File: config.mk
export PLATFORM = sky130hd
export DESIGN_NAME = i2c_config_sequencer
export DESIGN_NICKNAME = d
export VERILOG_FILES = /design/src/rtl/i2c_config_sequencer.sv
export SDC_FILE = /design/constraint.sdc
export NUM_CORES = 1
export LEC_CHECK = 0
export CORE_UTILIZATION = 45
export DETAILED_ROUTE_END_ITERATION = 10
export GPL_ROUTABILITY_DRIVEN = 1
export PLACE_DENSITY_LB_ADDON = 0.3
export SLEW_MARGIN = 20
export SYNTH_ARGS = -nofsm -noshare
export SYNTH_HDL_FRONTEND = slang
export SYNTH_SLANG_ARGS = --single-unit
File: constraint.sdc
create_clock -name CLOCK -period 3.9 [get_ports CLOCK]
set_input_delay 0.78 -clock CLOCK [delete_from_list [all_inputs] [get_ports CLOCK]]
set_output_delay 0.78 -clock CLOCK [all_outputs]
set_load 0.03 [all_outputs]
File: src/rtl/i2c_config_sequencer.sv
// I2C register configuration sequencer.
// Walks a fixed 10-entry register table through a GO/END I2C controller.
module i2c_config_sequencer #(
    parameter int         CLK_DIV       = 1250,
    parameter logic [7:0] DEV_ADDR      = 8'h34,
    parameter int         TIMEOUT_TICKS = 64
) (
    input  logic        CLOCK,
    input  logic        RESET,
    input  logic        START,
    input  logic        I2C_END,
    output logic        I2C_CLK,
    output logic [23:0] I2C_DATA,
    output logic        I2C_GO,
    output logic        BUSY,
    output logic        DONE,
    output logic        ERROR,
    output logic [3:0]  INDEX
);

    localparam int DW = (CLK_DIV > 1) ? $clog2(CLK_DIV) : 1;
    localparam int TB = $clog2(TIMEOUT_TICKS + 1);
    localparam int TW = (TB > 3) ? TB : 3;
    localparam logic [DW-1:0] DIV_TC  = DW'(CLK_DIV - 1);
    localparam logic [TW-1:0] TO_LAST = TW'(TIMEOUT_TICKS - 1);
    localparam logic [TW-1:0] REL_LAST = TW'(3);
    localparam logic [3:0]    LAST_IDX = 4'd9;

    typedef enum logic [2:0] {
        S_IDLE,
        S_LOAD,
        S_WAIT_LOW,
        S_WAIT_HIGH,
        S_RELEASE,
        S_NEXT,
        S_DONE,
        S_ERROR
    } state_t;

    state_t        r_state, w_state_nxt;
    logic [DW-1:0] r_div;
    logic          r_i2c_clk;
    logic          r_tick;
    logic          r_end_s1, r_end_s2;
    logic [3:0]    r_index, w_index_nxt;
    logic          r_go, w_go_nxt;
    logic [23:0]   r_data, w_data_nxt;
    logic [TW-1:0] r_tcnt, w_tcnt_nxt;
    logic          w_div_tc;

    function automatic logic [15:0] lut(input logic [3:0] idx);
        case (idx)
            4'd0:    lut = 16'h001A;
            4'd1:    lut = 16'h021A;
            4'd2:    lut = 16'h047B;
            4'd3:    lut = 16'h067B;
            4'd4:    lut = 16'h08F8;
            4'd5:    lut = 16'h0A06;
            4'd6:    lut = 16'h0C00;
            4'd7:    lut = 16'h0E01;
            4'd8:    lut = 16'h1002;
            4'd9:    lut = 16'h1201;
            default: lut = 16'h0000;
        endcase
    endfunction

    assign w_div_tc = (r_div == DIV_TC);

    // Free-running divider; tick marks the cycle in which I2C_CLK falls
    always_ff @(posedge CLOCK) begin
        if (RESET) begin
            r_div     <= '0;
            r_i2c_clk <= 1'b0;
            r_tick    <= 1'b0;
        end else begin
            r_tick <= w_div_tc & r_i2c_clk;
            if (w_div_tc) begin
                r_div     <= '0;
                r_i2c_clk <= ~r_i2c_clk;
            end else begin
                r_div <= r_div + DW'(1);
            end
        end
    end

    // Two-flop synchronizer for the controller END (idle level is high)
    always_ff @(posedge CLOCK) begin
        if (RESET) begin
            r_end_s1 <= 1'b1;
            r_end_s2 <= 1'b1;
        end else begin
            r_end_s1 <= I2C_END;
            r_end_s2 <= r_end_s1;
        end
    end

    // Sequencer state and datapath registers
    always_ff @(posedge CLOCK) begin
        if (RESET) begin
            r_state <= S_IDLE;
            r_index <= '0;
            r_go    <= 1'b0;
            r_data  <= '0;
            r_tcnt  <= '0;
        end else begin
            r_state <= w_state_nxt;
            r_index <= w_index_nxt;
            r_go    <= w_go_nxt;
            r_data  <= w_data_nxt;
            r_tcnt  <= w_tcnt_nxt;
        end
    end

    // Next-state logic; the data word is loaded as LOAD is entered so it
    // is already stable for the whole LOAD cycle before GO rises
    always_comb begin
        w_state_nxt = r_state;
        w_index_nxt = r_index;
        w_go_nxt    = r_go;
        w_data_nxt  = r_data;
        w_tcnt_nxt  = r_tcnt;
        unique case (r_state)
            S_IDLE: begin
                if (START) w_state_nxt = S_LOAD;
            end
            S_LOAD: begin
                w_go_nxt    = 1'b1;
                w_tcnt_nxt  = '0;
                w_state_nxt = S_WAIT_LOW;
            end
            S_WAIT_LOW: begin
                if (!r_end_s2) begin
                    w_tcnt_nxt  = '0;
                    w_state_nxt = S_WAIT_HIGH;
                end else if (r_tick) begin
                    if (r_tcnt == TO_LAST) begin
                        w_go_nxt    = 1'b0;
                        w_state_nxt = S_ERROR;
                    end else begin
                        w_tcnt_nxt = r_tcnt + TW'(1);
                    end
                end
            end
            S_WAIT_HIGH: begin
                if (r_end_s2) begin
                    w_go_nxt    = 1'b0;
                    w_tcnt_nxt  = '0;
                    w_state_nxt = S_RELEASE;
                end else if (r_tick) begin
                    if (r_tcnt == TO_LAST) begin
                        w_go_nxt    = 1'b0;
                        w_state_nxt = S_ERROR;
                    end else begin
                        w_tcnt_nxt = r_tcnt + TW'(1);
                    end
                end
            end
            S_RELEASE: begin
                if (r_tick) begin
                    if (r_tcnt == REL_LAST) w_state_nxt = S_NEXT;
                    else w_tcnt_nxt = r_tcnt + TW'(1);
                end
            end
            S_NEXT: begin
                if (r_index == LAST_IDX) begin
                    w_state_nxt = S_DONE;
                end else begin
                    w_index_nxt = r_index + 4'd1;
                    w_state_nxt = S_LOAD;
                end
            end
            S_DONE, S_ERROR: begin
                if (START) begin
                    w_index_nxt = '0;
                    w_state_nxt = S_LOAD;
                end
            end
            default: w_state_nxt = S_IDLE;
        endcase
        if (w_state_nxt == S_LOAD && r_state != S_LOAD)
            w_data_nxt = {DEV_ADDR, lut(w_index_nxt)};
    end

    assign I2C_CLK  = r_i2c_clk;
    assign I2C_DATA = r_data;
    assign I2C_GO   = r_go;
    assign INDEX    = r_index;
    assign DONE     = (r_state == S_DONE);
    assign ERROR    = (r_state == S_ERROR);
    assign BUSY     = !(r_state == S_IDLE || r_state == S_DONE ||
                        r_state == S_ERROR);

endmodule

==> impl_metrics.env <==
export IMPL_timing_final_crit_share_pct=74.0
export IMPL_crit_buf_inv=2
export IMPL_via_per_inst=5.47
export IMPL_hold_ws_ns=0.412
export IMPL_syn_to_final_growth_pct=12.2
export IMPL_synth_edf_count=0
export IMPL_p_per_area_mw_per_mm2=358
export IMPL_period_needed_ns=2.89
export IMPL_dr_first_iter_drc_count=262
export IMPL_layout_cells_non_filler=378
export IMPL_drc_errors=0
export IMPL_wl_um=4790
export IMPL_place_gp_congestion=0.903
export IMPL_grt_pass1_vias=1757
export IMPL_sequentialPowerShare_pct=47.0
export IMPL_cts_root_buf="clkbuf_8"
export IMPL_grt_ovfl_total=0
export IMPL_ys_seq_elements=41
export IMPL_max_cap_violations=0
export IMPL_fmax_mhz=346
export IMPL_crit_type="register to primary output"
export IMPL_final_cell_mix="dfxtp_1 (41), nor2_1 (39), clkdlybuf4s50_1 (27)"
export IMPL_worst_pin_slew_ns=0.650
export IMPL_drive_gt1_share_pct=7.47
export IMPL_ctsHoldBuffers=0
export IMPL_synthFlopType="dfxtp_1"
export IMPL_synth_area_mm2=0.00238
export IMPL_clk_latency_ns=0.29
export IMPL_synth_cell_types=60
export IMPL_dpl_hpwl_um=3400
export IMPL_switching_power_w=0.000262
export IMPL_postPlaceCellArea_mm2=0.00255
export IMPL_ctsResizeCount=0
export IMPL_ys_warn_count=0
export IMPL_die_h_um=74.7
export IMPL_p_clk_share_pct=37.8
export IMPL_slowest_stage="dfxtp_1"
export IMPL_clk_pin_slew_ns=0.08
export IMPL_synth_async_reset_ratio_pct=0
export IMPL_die_x_um=74.7
export IMPL_avgSynthCellArea_um2=8.15
export IMPL_cts_tree="done"
export IMPL_num_nets_final=316
export IMPL_coreArea_mm2=0.00511
export IMPL_worst_ir_drop_vdd_mv=0.238
export IMPL_internal_power_w=0.000693
export IMPL_final_common_cell="dfxtp_1"
export IMPL_sw_frac_of_total_pct=27.5
export IMPL_skew_ns=0.00442
export IMPL_hp_start="r_end_s1"
export IMPL_firstDrtPassIters=4
export IMPL_cp_max_fo=19
export IMPL_grt_usage_pct=18.8
export IMPL_p_comb_share_pct=15.2
export IMPL_clockBufferDepth=2
export IMPL_relSlewSlack_pct=56.6
export IMPL_io_buffer_count=27
export IMPL_critPathRequiredTime_ns=3.12
export IMPL_fin_setup_tns_ns=0
export IMPL_final_area_mm2=0.00267
export IMPL_rsz0062_at_grt="false"
export IMPL_cp_top_family="buffers and inverters"
export IMPL_placedCellCount=370
export IMPL_startpoint_type="register"
export IMPL_r2r_start="r_state[0]"
export IMPL_antenna_found_initial=0
export IMPL_num_vias=2068
export IMPL_report_final_hold_viol_count=0
export IMPL_grt_pass1_wl_um=8150
export IMPL_grt_max_degree=27
export IMPL_syn_inst=292
export IMPL_status="finished clean"
export IMPL_htree_levels=2
export IMPL_worstPathArrival_ns=2.11
export IMPL_crit_path_start="r_state[1]"
export IMPL_ant_nets=0
export IMPL_initial_core_util_pct=46.6
export IMPL_slew_violations=0
export IMPL_cts_buffers=5
export IMPL_row_count=26
export IMPL_dieArea_mm2=0.00559
export IMPL_max_stage_delay_ns=0.74
export IMPL_power_w=0.000955
export IMPL_synth_area_leader_cell="dfxtp_1"
export IMPL_ys_seq_area_share_pct=34.5
export IMPL_routedWlPerCell_um=12.7
export IMPL_cts_setup_buffers=0
export IMPL_end_kind="primary output"
export IMPL_p_leak_nw=0.968
export IMPL_synthTopCellsByArea="dfxtp_1 (34%), nor2_1 (6.1%), a21oi_1 (5.0%), buf_4 (4.7%), nand2_1 (3.6%)"
export IMPL_io_pin_count=37
export IMPL_setup_violations=0
export IMPL_cts_sinks=41
export IMPL_hold_class="register to register"
export IMPL_crit_chain="inv_1, nor3_1, clkdlybuf4s50_1"
export IMPL_diodes=0
export IMPL_yosys_area_top_type_share_pct=34.5
[kinds of logic after synthesis]
family	Yosys count	share of synthesized area [%]
mux	3	1.31
flops	41	34.5
xor+xnor	13	4.78
compound gates	64	18.2
simple gates	128	27.6
buf+inv	37	10.8
fa+ha+maj	5	2.63
other cells	1	0.157
[worst reg2reg max path: stages (launching register included)]
cell and delay, ns:
dfxtp_1 0.72, nor2b_4 0.31, o21ai_0 0.17, a211oi_2 0.57, a21oi_1 0.07, or3_1 0.32
a21oi_1 0.15
[final timing paths]
path / endpoint / slack, ns / cells after the start
worst min-delay path: r_end_s2 / 0.41 / 1
worst max-delay path: DONE / 1.01 / 3
worst max register to register: I2C_DATA[9] / 1.54 / 6
worst min register to register: r_end_s2 / 0.41 / 1
[power by group through the flow]
stage | logic, W | clock network (W) | registers (W)
floorplan | 0.000120 | 0 | 0.000461
global route | 0.000158 | 0.000382 | 0.000453
global placement | 0.000144 | 0 | 0.000459
detailed placement | 0.000145 | 0 | 0.000459
finish | 0.000145 | 0.000361 | 0.000450
CTS | 0.000145 | 0.000367 | 0.000450
[layer usage]
metal	vias to the layer above	wire length (µm)	global-route usage (%)
li1	1035	-	-
met1	955	2360	28.4
met2	76	2120	27.4
met3	2	293	3.75
met4	0	29	4.40
met5	-	0	0
[layout make-up]
class                           instances  area, µm²
Fill cell                             493       2430
Multi-Input combinational cell        222       1330
Clock buffer                            6       82.6
Clock inverter                          2       37.5
Sequential cell                        41        821
Timing Repair Buffer                   28        278
Tap cell                               70       87.6
Inverter                                9       33.8
[synth_stat cells (all sizes together), types with 2 or more instances]
cell type  count
or2            4
xor2           7
nand4          4
nor3           9
a22oi          3
and2b          2
nand2b         3
and3           5
inv            9
buf           23
xnor2          6
nor2          39
a211oi         3
nor4           2
dfxtp         41
and2           3
a21oi         24
o31ai          2
clkbuf         4
o21ai         10
nor3b          3
mux2i          2
nand3b         4
a21boi         2
or3            3
a31oi          4
o211ai         3
a32oi          2
and4           2
nand3         16
a2111oi        2
ha             5
nand2         24
[state kept, by name, summed over array words and instances (netlist names)]
register  count
I2C_CLK       1
I2C_DATA     11
I2C_GO        1
INDEX         4
r_div        11
r_end_s1      1
r_end_s2      1
r_state       3
r_tcnt        7
r_tick        1
[metrics by stage]
stage          setup WS, ns  util [%]
4_1_cts                1.01      52.3
5_1_grt               0.855      52.3
3_3_place_gp           1.15      50.0
3_5_place_dp           1.08      50.0
2_1_floorplan          1.78         -
6_report               1.01      52.3
No activity file was read; power rests on OpenSTA's default activity.
